### config.mk
export PLATFORM = sky130hd
export DESIGN_NAME = alu_result_sel_pipe
export DESIGN_NICKNAME = d
export VERILOG_FILES = /design/src/rtl/alu_pkg.sv /design/src/rtl/pipe_skid_buf.sv /design/src/rtl/alu_result_sel_pipe.sv
export SDC_FILE = /design/constraint.sdc
export NUM_CORES = 1
export LEC_CHECK = 0
export ABC_AREA = 1
export CAP_MARGIN = 10
export CORE_UTILIZATION = 30
export CTS_CLUSTER_SIZE = 12
export DETAILED_ROUTE_END_ITERATION = 10
export HOLD_SLACK_MARGIN = 0.15
export SLEW_MARGIN = 0
export SYNTH_ARGS = -nofsm -noshare
export SYNTH_HDL_FRONTEND = slang
export SYNTH_SLANG_ARGS = --single-unit
export TNS_END_PERCENT = 10
### constraint.sdc
create_clock -name clk -period 2.07 [get_ports clk]
set_input_delay 0.3105 -clock clk [delete_from_list [all_inputs] [get_ports clk]]
set_output_delay 0.3105 -clock clk [all_outputs]
set_load 0.005 [all_outputs]
### src/rtl/alu_pkg.sv
// Shared ALU encodings, skid-buffer state codes and width helpers for the
// EX-stage result path.
package alu_pkg;

   // Source index of each ALU function-unit result on the selector input
   localparam logic [1:0] SEL_AND  = 2'd0;
   localparam logic [1:0] SEL_OR   = 2'd1;
   localparam logic [1:0] SEL_SUM  = 2'd2;
   localparam logic [1:0] SEL_LESS = 2'd3;

   typedef enum logic [1:0] {
      EMPTY = 2'b00,
      ONE   = 2'b01,
      TWO   = 2'b10
   } skid_state_e;

   // Bits needed to index n items, never less than one
   function automatic int unsigned clog2(input int unsigned n);
      int unsigned r;
      r = 1;
      while ((32'd1 << r) < n) begin
         r = r + 1;
      end
      return r;
   endfunction

endpackage : alu_pkg

### src/rtl/pipe_skid_buf.sv
// Generic two-entry valid/ready skid buffer; ready and valid come from
// registered state only, so out_ready never reaches in_ready combinationally.
module pipe_skid_buf
   import alu_pkg::*;
#(
   parameter int unsigned    DW      = 8,
   parameter logic [DW-1:0]  RST_VAL = '0
) (
   input  logic          clk,
   input  logic          rst,
   input  logic [DW-1:0] in_data,
   input  logic          in_valid,
   output logic          in_ready,
   output logic [DW-1:0] out_data,
   output logic          out_valid,
   input  logic          out_ready
);

   skid_state_e   state_q, state_d;
   logic [DW-1:0] m_q, m_d;
   logic [DW-1:0] s_q, s_d;
   logic          in_xfer;
   logic          out_xfer;

   // Handshake decode; held low while rst so nothing transfers on a reset edge
   assign in_ready  = !rst && (state_q != TWO);
   assign out_valid = !rst && (state_q != EMPTY);
   assign out_data  = m_q;

   assign in_xfer  = in_valid && in_ready;
   assign out_xfer = out_valid && out_ready;

   always_comb begin
      state_d = state_q;
      m_d     = m_q;
      s_d     = s_q;
      case (state_q)
         EMPTY: begin
            if (in_xfer) begin
               state_d = ONE;
               m_d     = in_data;
            end
         end
         ONE: begin
            if (in_xfer && !out_xfer) begin
               state_d = TWO;
               s_d     = in_data;
            end else if (out_xfer && !in_xfer) begin
               state_d = EMPTY;
            end else if (in_xfer && out_xfer) begin
               m_d     = in_data;
            end
         end
         TWO: begin
            // Skid entry moves up to the head once the head drains
            if (out_xfer) begin
               state_d = ONE;
               m_d     = s_q;
            end
         end
         default: begin
            state_d = EMPTY;
         end
      endcase
   end

   always_ff @(posedge clk) begin
      if (rst) begin
         state_q <= EMPTY;
         m_q     <= RST_VAL;
         s_q     <= '0;
      end else begin
         state_q <= state_d;
         m_q     <= m_d;
         s_q     <= s_d;
      end
   end

endmodule : pipe_skid_buf

### src/rtl/alu_result_sel_pipe.sv
// N-way ALU result selector with zero/illegal-select flags, registered behind
// a two-entry skid buffer feeding the EX/MEM register.
module alu_result_sel_pipe
   import alu_pkg::*;
#(
   parameter int unsigned WIDTH = 32,
   parameter int unsigned N_IN  = 4,
   parameter int unsigned SEL_W = clog2(N_IN)
) (
   input  logic                  clk,
   input  logic                  rst,
   input  logic [N_IN*WIDTH-1:0] in_data,
   input  logic [SEL_W-1:0]      in_sel,
   input  logic                  in_valid,
   output logic                  in_ready,
   output logic [WIDTH-1:0]      out_data,
   output logic                  out_zero,
   output logic                  out_err,
   output logic                  out_valid,
   input  logic                  out_ready
);

   localparam int unsigned DW = WIDTH + 2;
   // Empty-pipe head presents a zero result with its zero flag set
   localparam logic [DW-1:0] HEAD_RST = {WIDTH'(0), 1'b1, 1'b0};

   logic [WIDTH-1:0] sel_data_c;
   logic             sel_err_c;
   logic             sel_zero_c;
   logic [DW-1:0]    beat_c;
   logic [DW-1:0]    head;

   // Codes with no matching source fall through to the zero/err defaults
   always_comb begin
      sel_data_c = '0;
      sel_err_c  = 1'b1;
      for (int unsigned k = 0; k < N_IN; k++) begin
         if (in_sel == SEL_W'(k)) begin
            sel_data_c = in_data[k*WIDTH +: WIDTH];
            sel_err_c  = 1'b0;
         end
      end
   end

   assign sel_zero_c = (sel_data_c == '0);
   assign beat_c     = {sel_data_c, sel_zero_c, sel_err_c};

   pipe_skid_buf #(
      .DW      (DW),
      .RST_VAL (HEAD_RST)
   ) u_skid (
      .clk       (clk),
      .rst       (rst),
      .in_data   (beat_c),
      .in_valid  (in_valid),
      .in_ready  (in_ready),
      .out_data  (head),
      .out_valid (out_valid),
      .out_ready (out_ready)
   );

   assign out_data = head[DW-1:2];
   assign out_zero = head[1];
   assign out_err  = head[0];

endmodule : alu_result_sel_pipe

### Word-level counts from Yosys, hierarchy flattened

Index checks and enable logic that the tools add are counted.

* div/mod/pow operators: 0
* reductions and logical operators: 18
* equality and inequality tests: 12
* multiply operators: 0
* bitwise logic cells: 0
* shifts and indexed selects: 0
* mux-type cells: 19
* $add $sub $neg: 0
* $lt $le $gt $ge: 0

Operator list (number)
* 34-bit two-way mux: 5
* 32-bit two-way mux: 4
* 34-bit one-hot mux with 3 select lines: 1
* 32-bit zero test: 1
* 2-bit two-way mux: 4
* 1-bit logical AND: 7
* 2-bit equality test (second input constant): 3
* 2-bit by 1-bit inequality test with 1-bit output (second input constant): 3
* 2-bit inequality test (second input constant): 3
* 2-bit one-hot mux with 3 select lines: 1
* 6-bit AND reduction: 1
* 2-bit by 1-bit equality test with 1-bit output (second input constant): 2
* 2-bit zero test: 2
* 1-bit two-way mux: 4
* 1-bit zero test: 3
* 3-bit by 1-bit inequality test with 1-bit output (second input constant): 1
* 3-bit AND reduction: 1
* 3-bit nonzero test: 1
* 2-bit AND reduction: 1
* 2-bit nonzero test: 1

* memories: 0
* memory bits (read-only): 0
* bits in writable memories: 0
* latch bits: 0
* register bits: 70
* output and inout port bits: 36

### Logic depth before layout (Yosys ltp)

* depth after elaboration: 10
* gate-level depth with buffers: 14
* depth with buffers taken out: 13

### Hierarchy

A second synthesis with hierarchy kept.

* cell total of the unflattened synthesis: 684
* area, all modules: 4129.0 um^2

By module, submodules not included
* pipe_skid_buf: area each 3120.5 um^2, cells each 465, instances 1, sequential area each 1401.3 um^2
* alu_result_sel_pipe: area each 1008.5 um^2, cells each 219, instances 1, sequential area each 0.0 um^2

### Worst setup path after synthesis

Ideal clock, no wire load.

* kind: input-to-reg
* start point: input port in_sel[1]
* end point: register u_skid.m_q[1] (netlist: u_skid.out_data[1])
* setup slack: 0.512 ns
* arrival time: 1.443 ns
* path buffers: 2
* stages: 14
* cells stage by stage: buf_2 -> nor2_1 -> buf_2 -> nand2_1 -> nand3_1 -> nand2_1 -> nand2_1 -> nor2_1 -> nand2_1 -> nor2_1 -> nand2_1 -> nand2_1 -> nand2_1 -> nand2_1

* longest elaborated chain between the ends: 10

Ends and longest elaborated chain
* start, declared: RTL line alu_result_sel_pipe.sv:13 `input logic [SEL_W-1:0] in_sel,`
* 2-bit zero test: RTL line alu_result_sel_pipe.sv:38 `if (in_sel == SEL_W'(k)) begin`
* 32-bit two-way mux (3 in a row): RTL line alu_result_sel_pipe.sv:38
* 32-bit two-way mux (*): RTL line alu_result_sel_pipe.sv:38
* 32-bit zero test (*): RTL line alu_result_sel_pipe.sv:45 `assign sel_zero_c = (sel_data_c == '0);`
* 34-bit two-way mux: RTL line pipe_skid_buf.sv:50 `end else if (in_xfer && out_xfer) begin`
* 34-bit two-way mux: RTL line pipe_skid_buf.sv:48 `end else if (out_xfer && !in_xfer) begin`
* 34-bit two-way mux: RTL line pipe_skid_buf.sv:45 `if (in_xfer && !out_xfer) begin`
* 34-bit one-hot mux with 3 select lines (*): RTL line pipe_skid_buf.sv:37 `case (state_q)`
* end signal, assigned: RTL line pipe_skid_buf.sv:74 `m_q <= m_d;`
* end, declared: RTL line pipe_skid_buf.sv:20 `logic [DW-1:0] m_q, m_d;`

Every way passes the cells marked *; elsewhere a longest branch is shown, timed or not. The select of a mux whose other input is x is not followed.
A chain may end at the register's enable or synchronous reset.

### Worst setup path in the final report

* start point: input port rst
* end point: output port in_ready

* longest elaborated chain between the ends: 2

Ends and longest elaborated chain
* start, declared: RTL line alu_result_sel_pipe.sv:11 `input logic rst,`
* 1-bit zero test: RTL line pipe_skid_buf.sv:26 `assign in_ready = !rst && (state_q != TWO);`
* 1-bit logical AND: RTL line pipe_skid_buf.sv:26
* end, declared: RTL line alu_result_sel_pipe.sv:15 `output logic in_ready,`

Every way passes these cells.

==> impl_metrics.env <==
export IMPL_maxCapViolations=0
export IMPL_cts_tree="yes"
export IMPL_clkTransAtPathRegs_ns=0.06
export IMPL_vias=4607
export IMPL_filler_cell_count=1224
export IMPL_status="finished, final reports clean"
export IMPL_period_minus_slack_ns=1.85
export IMPL_grt_max_degree=69
export IMPL_hold_path_depth=2
export IMPL_drv_slew=0
export IMPL_hold_viol=0
export IMPL_hold_class="reg2reg"
export IMPL_clk_latency_ns=0.32
export IMPL_drc_errors=0
export IMPL_fin_util=0.508
export IMPL_wl_per_cell_um=15.6
export IMPL_cp_top_family="buffers and inverters"
export IMPL_hold_start="u_skid.s_q[0]$_SDFFE_PP0P_"
export IMPL_syn_area_per_cell_sq_um=6.61
export IMPL_reg2reg_depth=6
export IMPL_end_kind="primary output"
export IMPL_ant_nets=0
export IMPL_syn_instance_count=568
export IMPL_grt_first_pass_wirelength_mm=22.7
export IMPL_die_area_sq_um=13000
export IMPL_netlist_area_sq_um=3760
export IMPL_slowest_delay_ns=0.50
export IMPL_dieWidth_um=114
export IMPL_post_route_period_util=0.895
export IMPL_maxSlewHeadroom=0.581
export IMPL_rsz0062_at_grt="false"
export IMPL_antenna_found_initial=0
export IMPL_rows=40
export IMPL_syn_num_nets=702
export IMPL_initial_utilization=0.310
export IMPL_cts_setup_buffers=0
export IMPL_io_pins=170
export IMPL_layout_common_cells="167 x clkdlybuf4s50_1, 103 x nand2_1, 99 x a21oi_1, 93 x o21ai_0, 89 x nand3_1"
export IMPL_power_mw=4.18
export IMPL_reg2reg_to="u_skid.out_data[33]$_SDFFE_PP0P_"
export IMPL_crit_slowest_cell="clkdlybuf4s50_1"
export IMPL_first_pass_iters=5
export IMPL_seqCellArea_sq_um=1400
export IMPL_dp_hpwl_mm=10.6
export IMPL_yosysWarnings=0
export IMPL_clock_sinks=70
export IMPL_max_freq_mhz=540
export IMPL_crit_chain="clkdlybuf4s50_1 -> buf_4 -> nor2_1 -> clkdlybuf4s50_1"
export IMPL_design_area_sq_um=6150
export IMPL_diodes=0
export IMPL_p_leak_nw=2.53
export IMPL_critPathBufInv=3
export IMPL_worstHoldEndpoint="u_skid.s_q[0]$_SDFFE_PP0P_"
export IMPL_cts_buffer_depth=2
export IMPL_final_nets=876
export IMPL_critical_path_startpoint_type="input pin"
export IMPL_critPathArrivalTime_ns=1.54
export IMPL_setup_viol=0
export IMPL_drt_iter0_drc=189
export IMPL_fin_ws_ns=0.218
export IMPL_worstSetupPathType="in2out"
export IMPL_area_delta_synth_final_pct=63.8
export IMPL_wirelength_mm=14.3
export IMPL_power_density_nw_per_um2=680
export IMPL_yosysUniqueCellTypes=21
export IMPL_holdBufCountCts=0
export IMPL_multi_input_area_sq_um=2160
export IMPL_crit_path_max_fanout=3
export IMPL_via_per_inst=5.03
export IMPL_track_usage=0.225
export IMPL_synth_seq_cells=70
export IMPL_core_area_sq_um=12100
export IMPL_peakVddDrop_v=0.000440
export IMPL_overflow=0
export IMPL_port_buffers=169
export IMPL_cp_common_cell="clkdlybuf4s50_1"
export IMPL_final_common_cell="clkdlybuf4s50_1"
export IMPL_gp_congestion=0.787
export IMPL_skew_ns=0.00777
export IMPL_place_ws_ns=-0.301
export IMPL_drive_gt1_frac=0.123
export IMPL_required_ns=1.76
export IMPL_reg2reg_from="u_skid.state_q[1]$_SDFFE_PP0P_"
export IMPL_place_area_sq_um=5820
export IMPL_synth_seq_area_share=0.373
export IMPL_cts_resized=0
export IMPL_tightest_slew_ns=0.628
export IMPL_h_tree_depth=3
export IMPL_die_y_um=114
export IMPL_clock_tree_root_cell="clkbuf_16"
export IMPL_cts_buffers=9
export IMPL_reg2reg_slack_ns=0.40
export IMPL_grt_pass1_vias=4573
export IMPL_hold_slack_ns=0.476
==> cell type report <==
type	instances	area share
clock buffers	13	0.0456
inverters	9	0.00549
flip-flops and latches	70	0.228
multi-input cells	446	0.351
repair buffers	206	0.330
well taps	168	0.0342
clock inverters	3	0.00651
==> flip-flops by register name, summed over array words and instances (netlist names) <==
signal / flops
u_skid.out_data: 34
u_skid.s_q: 34
u_skid.state_q: 2
==> cells by family after synthesis <==
family | Yosys count | share of synthesized area
xor+xnor | 1 | 0.00233
flops | 70 | 0.373
buf+inv | 52 | 0.0580
compound gates | 200 | 0.269
simple gates | 245 | 0.298
==> worst min-delay path: cells and delay by family (launching register included) <==
| family | cells | cell delay [ns] |
|---|---|---|
| DFF | 1 | 0.29 |
| and+or+nand+nor | 2 | 0.13 |
==> metal layers <==
metal  vias to the layer above  share of wire  GRT usage
met5                         -              0          0
met4                         0          0.011     0.0571
met3                        12          0.060     0.0494
met2                       154           0.48      0.383
met1                      2123           0.45      0.289
li1                       2318              -          -
==> power by group <==
group	total (mW)	switching, mW	internal (mW)
registers	1.52	0.0609	1.45
logic	1.05	0.475	0.576
clock network	1.61	0.554	1.06
total	4.18	1.09	3.09
==> worst max path at each step <==
stage	startpoint	to	slack, ns	cells past startpoint
2_1_floorplan	in_sel[1]	u_skid.out_data[1]$_SDFFE_PP1P_	0.51	14
3_3_place_gp	in_sel[1]	u_skid.out_data[1]$_SDFFE_PP1P_	-0.22	15
3_5_place_dp	in_sel[1]	u_skid.out_data[1]$_SDFFE_PP1P_	-0.30	15
4_1_cts	in_sel[1]	u_skid.out_data[1]$_SDFFE_PP1P_	0.03	15
5_1_grt	rst	in_ready	0.13	4
6_report	rst	in_ready	0.22	4
==> synth_stat cells, drive strengths merged <==
master  count  area, sq um
xor2        1         8.76
inv         8         30.0
nor2       20         80.1
nand3      89          445
nand2     104          393
or2        32          200
a21oi      99          495
clkinv      1         3.75
clkbuf     26         98.8
o21ai      99          499
dfxtp      70         1400
o31ai       1         7.51
buf        17         85.1
a211oi      1         7.51
==> metrics by stage <==
| step | setup TNS, ns | std cells |
|---|---|---|
| after floorplan | 0 | 568 |
| after global placement | -0.403 | 899 |
| after detailed placement | -0.562 | 899 |
| after CTS | 0 | 915 |
| after global routing | 0 | 915 |
| final | 0 | 915 |
No activity file was read; power rests on OpenSTA's default activity.
